==> src/rtl/simon_decrypt_core.sv <==
// simon_decrypt_core
//   Iterative SIMON 32/64 decryption engine. A 64-bit master key is expanded
//   into 32 round keys (one per clock), held in a local buffer, and applied in
//   reverse order to each ciphertext at one round per clock.
//
// Ports
//   clk, rst            rising-edge clock, synchronous active-high reset
//   key_valid/key_ready master key handshake; key_in = {k3,k2,k1,k0}
//   ct_valid/ct_ready   ciphertext handshake; ct_in = {x,y}
//   pt_valid/pt_ready   plaintext handshake;  pt_out = {x,y}
//   busy                high while expanding keys or decrypting
module simon_decrypt_core #(
  parameter int unsigned n = 16,
  parameter int unsigned T = 32
) (
  input  logic           clk,
  input  logic           rst,
  input  logic           key_valid,
  input  logic [4*n-1:0] key_in,
  output logic           key_ready,
  input  logic           ct_valid,
  input  logic [2*n-1:0] ct_in,
  output logic           ct_ready,
  output logic           pt_valid,
  output logic [2*n-1:0] pt_out,
  input  logic           pt_ready,
  output logic           busy
);

  localparam int unsigned CW = $clog2(T);

  localparam logic [2:0] ST_IDLE    = 3'd0;
  localparam logic [2:0] ST_EXPAND  = 3'd1;
  localparam logic [2:0] ST_READY   = 3'd2;
  localparam logic [2:0] ST_DECRYPT = 3'd3;
  localparam logic [2:0] ST_DONE    = 3'd4;

  // z0 sequence; character 0 (leftmost) sits in bit 61.
  localparam logic [61:0] Z0 =
    62'b11111010001001010110000111001101111101000100101011000011100110;

  localparam logic [CW-1:0] LAST_EXP = CW'(T - 5);
  localparam logic [CW-1:0] FIRST_RD = CW'(T - 1);

  function automatic logic [n-1:0] rol(input logic [n-1:0] v, input int unsigned s);
    return (v << s) | (v >> (n - s));
  endfunction

  function automatic logic [n-1:0] ror(input logic [n-1:0] v, input int unsigned s);
    return (v >> s) | (v << (n - s));
  endfunction

  logic [2:0]    r_state;
  logic [CW-1:0] r_cnt;
  logic [n-1:0]  r_x;
  logic [n-1:0]  r_y;
  logic [2*n-1:0] r_pt;
  logic [n-1:0]  r_k [0:T-1];

  logic          w_key_hs;
  logic          w_ct_hs;
  logic          w_z;
  logic [n-1:0]  w_tmp;
  logic [n-1:0]  w_newk;
  logic [n-1:0]  w_f;
  logic [n-1:0]  w_ny;

  always_comb begin
    key_ready = (r_state == ST_IDLE) || (r_state == ST_READY);
    // A key offered in the same cycle as a ciphertext wins.
    ct_ready  = (r_state == ST_READY) && !key_valid;
    pt_valid  = (r_state == ST_DONE);
    busy      = (r_state == ST_EXPAND) || (r_state == ST_DECRYPT);
    pt_out    = r_pt;
  end

  assign w_key_hs = key_valid & key_ready;
  assign w_ct_hs  = ct_valid & ct_ready;

  // Key schedule step: r_cnt is the round-key index i during EXPAND.
  assign w_z    = Z0[6'd61 - 6'(r_cnt)];
  assign w_tmp  = ror(r_k[r_cnt + CW'(3)], 3) ^ r_k[r_cnt + CW'(1)];
  assign w_newk = ~r_k[r_cnt] ^ w_tmp ^ ror(w_tmp, 1) ^ {{(n-1){1'b0}}, w_z} ^ n'(3);

  // Inverse round: r_cnt is the round index r during DECRYPT.
  assign w_f  = (rol(r_y, 1) & rol(r_y, 8)) ^ rol(r_y, 2);
  assign w_ny = r_x ^ w_f ^ r_k[r_cnt];

  always_ff @(posedge clk) begin
    if (rst) begin
      r_state <= ST_IDLE;
      r_cnt   <= '0;
      r_x     <= '0;
      r_y     <= '0;
      r_pt    <= '0;
    end else begin
      case (r_state)
        ST_IDLE: begin
          if (w_key_hs) begin
            r_state <= ST_EXPAND;
            r_cnt   <= '0;
          end
        end
        ST_EXPAND: begin
          if (r_cnt == LAST_EXP) begin
            r_state <= ST_READY;
            r_cnt   <= '0;
          end else begin
            r_cnt <= r_cnt + 1'b1;
          end
        end
        ST_READY: begin
          if (w_key_hs) begin
            r_state <= ST_EXPAND;
            r_cnt   <= '0;
          end else if (w_ct_hs) begin
            r_x     <= ct_in[2*n-1:n];
            r_y     <= ct_in[n-1:0];
            r_cnt   <= FIRST_RD;
            r_state <= ST_DECRYPT;
          end
        end
        ST_DECRYPT: begin
          r_x   <= r_y;
          r_y   <= w_ny;
          r_cnt <= r_cnt - 1'b1;
          // Working registers are separate from pt_out so the output only
          // moves on the final round, and is registered with pt_valid.
          if (r_cnt == '0) begin
            r_state <= ST_DONE;
            r_pt    <= {r_y, w_ny};
          end
        end
        ST_DONE: begin
          if (pt_ready) r_state <= ST_READY;
        end
        default: r_state <= ST_IDLE;
      endcase
    end
  end

  // Round-key buffer: no reset, contents are only meaningful after a load.
  always_ff @(posedge clk) begin
    if (w_key_hs) begin
      r_k[0] <= key_in[n-1:0];
      r_k[1] <= key_in[2*n-1:n];
      r_k[2] <= key_in[3*n-1:2*n];
      r_k[3] <= key_in[4*n-1:3*n];
    end else if (r_state == ST_EXPAND) begin
      r_k[r_cnt + CW'(4)] <= w_newk;
    end
  end

endmodule

==> config.mk <==
export PLATFORM = sky130hd
export DESIGN_NAME = simon_decrypt_core
export DESIGN_NICKNAME = d
export VERILOG_FILES = /design/src/rtl/simon_decrypt_core.sv
export SDC_FILE = /design/constraint.sdc
export NUM_CORES = 1
export LEC_CHECK = 0
export CORE_MARGIN = 10
export CORE_UTILIZATION = 53
export CTS_CLUSTER_DIAMETER = 100
export CTS_CLUSTER_SIZE = 10
export DETAILED_ROUTE_END_ITERATION = 16
export PLACE_DENSITY = 0.71
export SLEW_MARGIN = 20
export SYNTH_ARGS = -nofsm -noshare
export SYNTH_HDL_FRONTEND = slang
export SYNTH_SLANG_ARGS = --single-unit
==> constraint.sdc <==
create_clock -name clk -period 10.9 [get_ports clk]
set_input_delay 3.27 -clock clk [delete_from_list [all_inputs] [get_ports clk]]
set_output_delay 3.27 -clock clk [all_outputs]
set_load 0.03 [all_outputs]
==> summary.md <==
| Metric | Value |
|---|---|
| Run status | `finished clean` |
| Final Max Slew Viols | `0` |
| Worst path required time | `between 7 and 8 ns` |
| Crit. End Element | `primary output` |
| Peak supply drop | `0.243 mV` |
| Total GRT Usage | `0.316` |
| Die X | `around 270 um` |
| Latest clock arrival within the worst-skew pair | `about 0.64 ns` |
| Pre-CTS worst setup slack | `approximately 2.8 ns` |
| Post-cts hold buffer count | `0` |
| Root buffer cell | `clkbuf_16` |
| Core area | `0.0627 mm^2` |
| DRT Pass-1 Iters | `7` |
| CTS Buffer Depth | `3` |
| Minimum hold slack | `around 0.46 ns` |
| Final estimated routing congestion in global placement | `roughly 1` |
| CTS buffer count | `just under 70` |
| MaxCap Viol Count | `0` |
| Worst path slowest cell | `clkdlybuf4s50_1` |
| Dpl cell area | `approximately 0.036 mm^2` |
| Die area | `around 0.074 mm^2` |
| Syn nets | `around 2.7k` |
| Post-route ant nets | `0` |
| Final Cycle Share | `0.749` |
| Commonest cells after routing, fill and taps aside | `edfxtp_1 (512), nand2_1 (433), mux4_2 (279)` |
| Drc violations | `0` |
| Die height | `271 um` |
| Largest net degree at the start of global routing | `73` |
| Nets | `about 2.7k` |
| Critical path class | `in2out` |
| Commonest non-fill, non-tap cell in the layout | `edfxtp_1` |
| Post-synth EDFFs | `just over 500` |
| Hold Fails Final Rpt | `0` |
| Post-synthesis cell count | `between 2k and 3k` |
| Achievable Freq | `about 0.12 GHz` |
| Flop and latch count out of synthesis | `roughly 590` |
| Yosys warnings | `0` |
| Unrepaired setup endpoints after global routing | `no` |
| Top delay family on crit path | `buffers and inverters` |
| Final setup viols | `0` |
| Clock transition at path regs | `0.06 ns` |
| Worst-Margin Slew | `between 1 and 1.5 ns` |
| IO Port Bufs | `roughly 140` |
| Dpl hpwl | `between 70 and 80 mm` |
| Async SR Flop Fraction | `0` |
| Via count | `25.5k` |
| I/O pin count | `between 100 and 150` |
| Total gr overflow | `0` |
| Max_slew headroom | `0.185` |
| Total power | `slightly below 0.01 W` |
| Initial core utilization | `0.533` |
| Power density cells | `about 260 mW/mm^2` |
| Share of cells above drive strength 1 | `0.208` |
| Total negative slack | `0 ns` |
| Leakage power | `11.8 nW` |
| Vias per inst | `between 7 and 8` |
| Hold WC Path Type | `reg2reg` |
| Top FF cell, synth | `edfxtp_1` |
| Critical path startpoint category | `input pin` |
| CP peak stage delay | `0.69 ns` |
| Critical path peak fanout | `6` |
| Critical path buffers and inverters | `4` |
| Std cell rows | `92` |
| Worst-path cell chain | `clkdlybuf4s50_1, inv_1, nand3_1, inv_1, clkdlybuf4s50_1` |
| WP data arrival | `4.89 ns` |
| DRT Wirelength | `approximately 120 mm` |
| Distinct cell type count after synthesis | `70` |
| Synth-to-layout area growth | `12.2%` |
| Post-Syn Area | `around 0.033 mm^2` |
| Syn avg cell area | `between 10 and 15 um^2` |
| Cell area after layout | `roughly 0.038 mm^2` |
| Initial antenna violation count | `2` |
| Wirelength per Cell | `about 34 um` |
| Fillers | `roughly 4.8k` |
| Sink Count | `589` |
| Setup Fix Bufs, Post-CTS | `0` |
| Fin crit period | `slightly above 8 ns` |
| First-pass GRT wire length | `about 170 mm` |
| Initial DRC Count | `4,113` |
| Seq/Total Area, Yosys | `0.506` |
| Number of global-route vias before repair | `between 20k and 25k` |
| CTS tree | `yes` |
| Setup Skew | `~0.029 ns` |
| R2r setup slk | `approximately 4.5 ns` |
| Post-CTS Resized | `0` |
| Final worst slack | `between 2 and 3 ns` |
| H-tree depth | `3` |
-- cell usage after synthesis (all sizes together), types with 21 or more instances --
cell type | n | area share
edfxtp | 512 | 0.46
nand2 | 433 | 0.049
mux4 | 279 | 0.19
buf | 146 | 0.025
mux2i | 139 | 0.042
nand3 | 125 | 0.019
nor2 | 119 | 0.013
xnor2 | 90 | 0.026
a21oi | 85 | 0.013
dfxtp | 77 | 0.046
mux2 | 66 | 0.022
clkbuf | 59 | 0.0066
o21ai | 57 | 0.0085
a22oi | 38 | 0.0085
nand4 | 31 | 0.0058
a32oi | 24 | 0.0063
a311oi | 23 | 0.0060
a211oi | 22 | 0.0051
a31oi | 22 | 0.0041
xor2 | 21 | 0.0066
-- path summary, 6_finish.rpt --
| kind | startpoint | endpoint | depth (start not counted) |
|---|---|---|---|
| setup reg to reg | r_cnt[0] | r_k[29][5] | 11 |
| setup / recovery | key_valid | ct_ready | 5 |
| hold / removal | pt_out[18] | pt_out[18] | 2 |
| hold reg to reg | pt_out[18] | pt_out[18] | 2 |
-- power breakdown --
group / switching (W) / internal (W) / leakage, nW
registers: 0.000111 / 0.00384 / 5.27
logic: 0.00255 / 0.00110 / 5.60
clock network: 0.000886 / 0.00115 / 0.892
-- stage by stage --
step | util | instances
floorplan | - | 2539
global placement | 0.568 | 3378
detailed placement | 0.568 | 3378
CTS | 0.597 | 3468
global route | 0.598 | 3468
finish | 0.598 | 3469
-- cell type report --
class / count / area, um^2 / area share
Timing Repair Buffer: 198 / 1820 / 0.0486
Multi-Input combinational cell: 1729 / 15800 / 0.421
Sequential cell: 589 / 16900 / 0.451
Clock inverter: 1 / 16.3 / 0.000434
Inverter: 16 / 60.1 / 0.00160
Tap cell: 846 / 1060 / 0.0282
Clock buffer: 89 / 1820 / 0.0486
Antenna cell: 1 / 2.50 / 0.0000667
-- worst reg2reg max path, stage by stage, from the launching register on --
cell and delay [ns]:
dfxtp_4 0.78, inv_2 0.46, ha_1 0.47, xnor2_4 0.19, buf_4 0.72, buf_4 0.74, mux4_2 0.42, o2111ai_1 0.23
nand4_1 0.43, xor2_1 0.49, xor2_1 0.53, inv_1 0.53
-- state kept, by name (all words and copies together) (netlist names), named ones only --
register / count
r_x: 16
r_k: 512
r_state: 3
r_cnt: 5
pt_out: 32
r_y: 16
-- cells by family (layout without fill, tap and decap cells) --
| family | Yosys count | count (layout) | synth area share |
|---|---|---|---|
| muxes | 484 | 484 | 0.252 |
| adders and majority gates | 16 | 16 | 0.00599 |
| DFF | 589 | 589 | 0.506 |
| other | 0 | 1 | 0 |
| xor gates and xnor gates | 112 | 112 | 0.0332 |
| buffers and inverters | 221 | 304 | 0.0338 |
| and+or+nand+nor | 767 | 767 | 0.0978 |
| AOI/OAI and AO/OA | 350 | 350 | 0.0716 |
-- per-layer routing --
metal | wire (um) | GRT usage | vias to the layer above
met3 | 17800 | 0.113 | 497
met1 | 40700 | 0.402 | 12600
met5 | 46 | 0 | -
li1 | - | - | 10100
met4 | 7160 | 0.172 | 6
met2 | 52700 | 0.468 | 2279
No activity file was read; power rests on OpenSTA's default activity.
